<file path="src/rtl/jtag_tap_slv.sv">
// JTAG TAP slave running entirely in the clk domain.
// TCK, TMS, TDI and TRST are oversampled through 2-flop synchronisers, and the
// TAP reacts only to the tck_rise / tck_fall strobes that come out of them.
// DR chains: IDCODE (32 bit), USER (32 bit) and BYPASS (1 bit).
module jtag_tap_slv #(
  parameter int               IRLEN      = 4,
  parameter logic [31:0]      IDCODE_VAL = 32'h1000_0CFD,
  parameter logic [IRLEN-1:0] USER_IR    = 4'h8
) (
  input  logic             clk,
  input  logic             rst,
  input  logic             jtag_trst,
  input  logic             jtag_tck,
  input  logic             jtag_tms,
  input  logic             jtag_tdi,
  output logic             jtag_tdo,
  input  logic [31:0]      user_rdata,
  output logic [31:0]      user_wdata,
  output logic             user_upd,
  output logic [IRLEN-1:0] ir_out,
  output logic [3:0]       tap_state
);

  typedef enum logic [3:0] {
    TLR   = 4'h0, RTI   = 4'h1,
    SELDR = 4'h2, CAPDR = 4'h3, SHDR  = 4'h4, EX1DR = 4'h5,
    PSDR  = 4'h6, EX2DR = 4'h7, UPDDR = 4'h8,
    SELIR = 4'h9, CAPIR = 4'hA, SHIR  = 4'hB, EX1IR = 4'hC,
    PSIR  = 4'hD, EX2IR = 4'hE, UPDIR = 4'hF
  } tap_state_e;

  localparam logic [IRLEN-1:0] IR_IDCODE = {{(IRLEN-1){1'b0}}, 1'b1};
  localparam logic [IRLEN-1:0] IR_CAP    = {{(IRLEN-2){1'b0}}, 2'b01};

  logic [2:0]       tck_s_q;
  logic [1:0]       tms_s_q, tdi_s_q, trst_s_q;
  logic             tck_rise, tck_fall, tms_s, tdi_s, trst_s;
  tap_state_e       state_q, state_d;
  logic [IRLEN-1:0] ir_q, ir_sr_q;
  logic [31:0]      dr_sr_q, wdata_q;
  logic             byp_q, tdo_q, upd_q;
  logic             sel_id, sel_user, sel_byp;

  assign tck_rise = tck_s_q[1] & ~tck_s_q[2];
  assign tck_fall = ~tck_s_q[1] & tck_s_q[2];
  assign tms_s    = tms_s_q[1];
  assign tdi_s    = tdi_s_q[1];
  assign trst_s   = trst_s_q[1];

  // Instruction decode: anything that is neither IDCODE nor USER falls back to BYPASS.
  assign sel_id   = (ir_q == IR_IDCODE);
  assign sel_user = (ir_q == USER_IR) && !sel_id;
  assign sel_byp  = !sel_id && !sel_user;

  // Synchronise the JTAG pins; the third TCK flop provides the edge strobes.
  always_ff @(posedge clk) begin
    if (rst) begin
      tck_s_q  <= '0;
      tms_s_q  <= '0;
      tdi_s_q  <= '0;
      trst_s_q <= '0;
    end else begin
      tck_s_q  <= {tck_s_q[1:0], jtag_tck};
      tms_s_q  <= {tms_s_q[0], jtag_tms};
      tdi_s_q  <= {tdi_s_q[0], jtag_tdi};
      trst_s_q <= {trst_s_q[0], jtag_trst};
    end
  end

  // TAP state register.
  always_ff @(posedge clk) begin
    if (rst) state_q <= TLR;
    else     state_q <= state_d;
  end

  // IEEE 1149.1 next-state logic, advancing only on tck_rise; TRST overrides.
  always_comb begin
    state_d = state_q;
    if (trst_s) begin
      state_d = TLR;
    end else if (tck_rise) begin
      case (state_q)
        TLR:   state_d = tms_s ? TLR   : RTI;
        RTI:   state_d = tms_s ? SELDR : RTI;
        SELDR: state_d = tms_s ? SELIR : CAPDR;
        CAPDR: state_d = tms_s ? EX1DR : SHDR;
        SHDR:  state_d = tms_s ? EX1DR : SHDR;
        EX1DR: state_d = tms_s ? UPDDR : PSDR;
        PSDR:  state_d = tms_s ? EX2DR : PSDR;
        EX2DR: state_d = tms_s ? UPDDR : SHDR;
        UPDDR: state_d = tms_s ? SELDR : RTI;
        SELIR: state_d = tms_s ? TLR   : CAPIR;
        CAPIR: state_d = tms_s ? EX1IR : SHIR;
        SHIR:  state_d = tms_s ? EX1IR : SHIR;
        EX1IR: state_d = tms_s ? UPDIR : PSIR;
        PSIR:  state_d = tms_s ? EX2IR : PSIR;
        EX2IR: state_d = tms_s ? UPDIR : SHIR;
        UPDIR: state_d = tms_s ? SELDR : RTI;
        default: state_d = TLR;
      endcase
    end
  end

  // Capture/shift/update of IR and DR chains on tck_rise, TDO launch on tck_fall.
  always_ff @(posedge clk) begin
    if (rst) begin
      ir_q    <= IR_IDCODE;
      ir_sr_q <= '0;
      dr_sr_q <= '0;
      byp_q   <= 1'b0;
      tdo_q   <= 1'b0;
      wdata_q <= '0;
      upd_q   <= 1'b0;
    end else begin
      upd_q <= 1'b0;
      if (trst_s) begin
        // Shift contents are left as-is; user_wdata is deliberately kept.
        ir_q  <= IR_IDCODE;
        tdo_q <= 1'b0;
      end else begin
        if (tck_rise) begin
          case (state_q)
            CAPIR: ir_sr_q <= IR_CAP;
            SHIR:  ir_sr_q <= {tdi_s, ir_sr_q[IRLEN-1:1]};
            UPDIR: ir_q    <= ir_sr_q;
            CAPDR: begin
              if (sel_id)        dr_sr_q <= IDCODE_VAL;
              else if (sel_user) dr_sr_q <= user_rdata;
              else               byp_q   <= 1'b0;
            end
            SHDR: begin
              if (sel_byp) byp_q   <= tdi_s;
              else         dr_sr_q <= {tdi_s, dr_sr_q[31:1]};
            end
            UPDDR: begin
              if (sel_user) begin
                wdata_q <= dr_sr_q;
                upd_q   <= 1'b1;
              end
            end
            default: ;
          endcase
          // Entering or staying in TLR always restores IDCODE (never coincides with UPDIR).
          if (state_d == TLR) ir_q <= IR_IDCODE;
        end
        if (tck_fall) begin
          if (state_q == SHIR)      tdo_q <= ir_sr_q[0];
          else if (state_q == SHDR) tdo_q <= sel_byp ? byp_q : dr_sr_q[0];
          else                      tdo_q <= 1'b0;
        end
      end
    end
  end

  assign jtag_tdo   = tdo_q;
  assign user_wdata = wdata_q;
  assign user_upd   = upd_q;
  assign ir_out     = ir_q;
  assign tap_state  = state_q;

endmodule

</file>
<file path="config.mk">
export PLATFORM = sky130hd
export DESIGN_NAME = jtag_tap_slv
export DESIGN_NICKNAME = d
export VERILOG_FILES = /design/src/rtl/jtag_tap_slv.sv
export SDC_FILE = /design/constraint.sdc
export NUM_CORES = 1
export LEC_CHECK = 0
export BUFFER_PORTS_ARGS = -buffer_cell sky130_fd_sc_hd__buf_4
export CAP_MARGIN = 20
export CORE_UTILIZATION = 31
export DETAILED_ROUTE_END_ITERATION = 6
export SLEW_MARGIN = 20
export SYNTH_ARGS = -nofsm -noshare
export SYNTH_HDL_FRONTEND = slang
export SYNTH_SLANG_ARGS = --single-unit
</file>
<file path="constraint.sdc">
create_clock -name clk -period 1.7 [get_ports clk]
set_input_delay 0.17 -clock clk [delete_from_list [all_inputs] [get_ports clk]]
set_output_delay 0.17 -clock clk [all_outputs]
set_load 0.01 [all_outputs]
</file>
==> flow_summary_export.csv <==
group,metric,value,unit
outcome,status,"complete, but fails checks",
outcome,violations,"design-rule violations, negative setup slack",
critical_path,end_kind,"register",
clock_tree,cts_sinks,88,
sta,period_share,117,%
floorplanning,die_h,111,um
synth,synth_edf_count,0,
floorplanning,io_pins,80,
clock_tree,cts.hold.buffers_added,0,
global_routing,grt-ovfl-total,0,
critical_path,worst-path-max-fanout,6,
critical_path,worst_ep_required_time,1960,ps
placed_design,dp_worst_setup_slack,-216,ps
placed_design,dp_cells,631,
sta,max_freq,504,MHz
global_routing,grt_pass1_wl,16700,um
power,p_leak,2.48,nW
floorplanning,design.die.area,12300,sq um
job,drv_cap,0,
layout,finalNonFillerCells,667,
floorplanning,die_width,111,um
power,powerDensity,772,nW/um^2
synth,postSynthCellCount,404,
global_routing,grt_pass1_vias,3229,
detailed_routing,first_pass_iters,6,
global_routing,grt_max_degree,80,
layout,antenna_cells,0,
clock_tree,clockBufferDepth,2,
sta,slew_headroom,45.7,%
clock_tree,clk_pin_slew_worst_paths,60,ps
detailed_routing,vias_per_cell,5.14,
layout,area_growth,49.7,%
sta,setup_viol,56,
sta,hold_viol_final,0,
synth,synth_seq_cells,88,
sta,tightest_slew,814,ps
synth,mappedNetlistArea,3690,sq um
sta,post-route-min-period,1990,ps
sta,setup_ws,-286,ps
sta,skew,7.45,ps
global_routing,grt_antenna_before_repair,0,
detailed_routing,drt-total-wl,10800,um
layout,drive_gt1_share,39.1,%
detailed_routing,vias,3429,
detailed_routing,drtIter0Drc,208,
power,ir_worst_vdd,342,uV
placed_design,hpwl,6870,um
placed_design,placed_area,4630,sq um
clock_tree,cts_buffers,9,
sta,fin_setup_tns,-7870,ps
detailed_routing,drcViolationCount,6,
floorplanning,start_util,32.0,%
synth,async_reset_ff_share,0,%
layout,post-route-cell-area,5520,sq um
layout,nets,558,
critical_path,critPathArrivalTime,2240,ps
global_routing,grt_use_total,17.2,%
synth,ys_types,46,
critical_path,crit_type,"reg -> reg",
clock_tree,clock_latency,340,ps
clock_tree,cts_tree,"built",
synth,synth_ff_type,"dfxtp_1",
detailed_routing,wl_per_cell,16.2,um
synth,synth_area_per_cell,9.13,sq um
min_path,hp-class,"in -> reg",
synth,ys_warn_count,0,
clock_tree,root_buffer,"clkbuf_16",
synth,yosysSeqAreaShare,47.8,%
floorplanning,core-area,11500,sq um
synth,synthesis.nets,442,
placed_design,portBuffers,79,
clock_tree,cts_htree_levels,3,
detailed_routing,ant_nets,0,
sta,rsz0062_at_grt,"yes",
placed_design,gp_congestion,0.827,
critical_path,start_kind,"register",
floorplanning,rows,39,
sta,drv_slew,0,
flip-flops by register name (all words and copies together), names as in the netlist:
register	cells
byp_q	1
dr_sr_q	32
ir_out	4
ir_sr_q	4
jtag_tdo	1
tap_state	4
tck_s_q	3
tdi_s_q	2
tms_s_q	2
trst_s_q	2
user_upd	1
user_wdata	32
per-stage QoR:
| step | total power, mW | utilization [%] | hold slack [ps] |
|---|---|---|---|
| 3_3_place_gp | 2.35 | 40.2 | 382 |
| 6_report | 4.26 | 47.9 | 48.0 |
| 3_5_place_dp | 2.36 | 40.2 | 387 |
| 4_1_cts | 4.28 | 45.5 | 39.9 |
| 5_1_grt | 4.39 | 47.9 | 49.6 |
| 2_1_floorplan | 2.23 | - | 298 |
cell families after synthesis:
kind of cell / count (synthesis) / share of synthesized area [%]
mux: 34 / 9.26
buf+inv: 41 / 5.29
compound gates: 84 / 17.4
simple gates: 156 / 20.1
xor+xnor: 1 / 0.238
flops: 88 / 47.8
metal layers:
metal | vias to the layer above | global-route usage [%] | share of wire [%]
li1 | 1700 | - | -
met5 | - | 0 | 0
met2 | 95 | 27.1 | 48
met1 | 1627 | 23.3 | 46
met3 | 7 | 3.66 | 5.5
met4 | 0 | 5.59 | 1.1
worst max-delay path, cell delays in order (launching register included):
cell	delay [ps]
dfxtp_2	340
or3b_4	390
a2111oi_4	280
buf_4	190
nor2b_4	220
buf_4	150
buf_6	120
o221ai_1	100
a21oi_1	130
synthesized netlist by cell type (all sizes together) (2+ instances only):
master   count  area [sq um]
nor2b       17           106
a221oi      22           193
a2111oi      3          45.1
a211oi       3          22.5
nor4b        2          17.5
nand3b       2          15.0
buf         13          90.1
nor2        64           240
and2         3          18.8
dfxtp       88          1760
clkbuf      24          90.1
nand3        5          25.0
inv          4          15.0
nand2b       6          37.5
nand2       23          88.8
o22ai        3          18.8
a32oi        3          26.3
o311ai       5          43.8
o31ai        2          15.0
mux2i       33           330
a21oi       20           100
nor3        25           125
and3         3          18.8
o211ai       2          15.0
o21ai        5          25.0
o221ai      10          87.6
power by group:
part           switching (mW)  internal (mW)
registers              0.0113           2.08
clock network           0.821           1.11
logic                   0.124          0.119
cells in the final DEF, fill, tap and decap left out, drive strengths merged, types with 3 or more instances in the layout:
| master | count |
|---|---|
| clkbuf | 15 |
| a2111oi | 3 |
| inv | 5 |
| o311ai | 5 |
| dfxtp | 88 |
| o221ai | 10 |
| o21ai | 5 |
| nand2b | 6 |
| a221oi | 22 |
| o22ai | 3 |
| mux2i | 33 |
| and2 | 3 |
| nand2 | 23 |
| a211oi | 3 |
| nand3 | 5 |
| a32oi | 3 |
| a21oi | 20 |
| nor2b | 17 |
| nor3 | 25 |
| nor2 | 64 |
| and3 | 3 |
| buf | 139 |
worst paths after layout:
kind,start,end,slack [ps],cells after the start
max,tap_state[2],dr_sr_q[4],-290,8
min reg2reg,tck_s_q[0],tck_s_q[1],440,1
max reg2reg,tap_state[2],dr_sr_q[4],-290,8
min,jtag_trst,trst_s_q[0],50,2
final cells by class:
class                   instances  area (sq um)
repair buffers                142          1300
multi-input cells             275          1970
well taps                     143           179
flip-flops and latches         88          1770
fillers                      1101          6000
inverters                       4          15.0
clock inverters                 3          23.8
clock buffers                  12           267
repair_timing:
| item | in CTS | in global routing |
|---|---|---|
| gates resized for setup | 36 | 39 |
| setup endpoints to repair | 59 | 71 |
| gates cloned | 4 | 5 |
| pin swaps | 6 | 18 |
| buffers inserted | 7 | 6 |
Note: power is estimated with default switching activity, not from simulation.
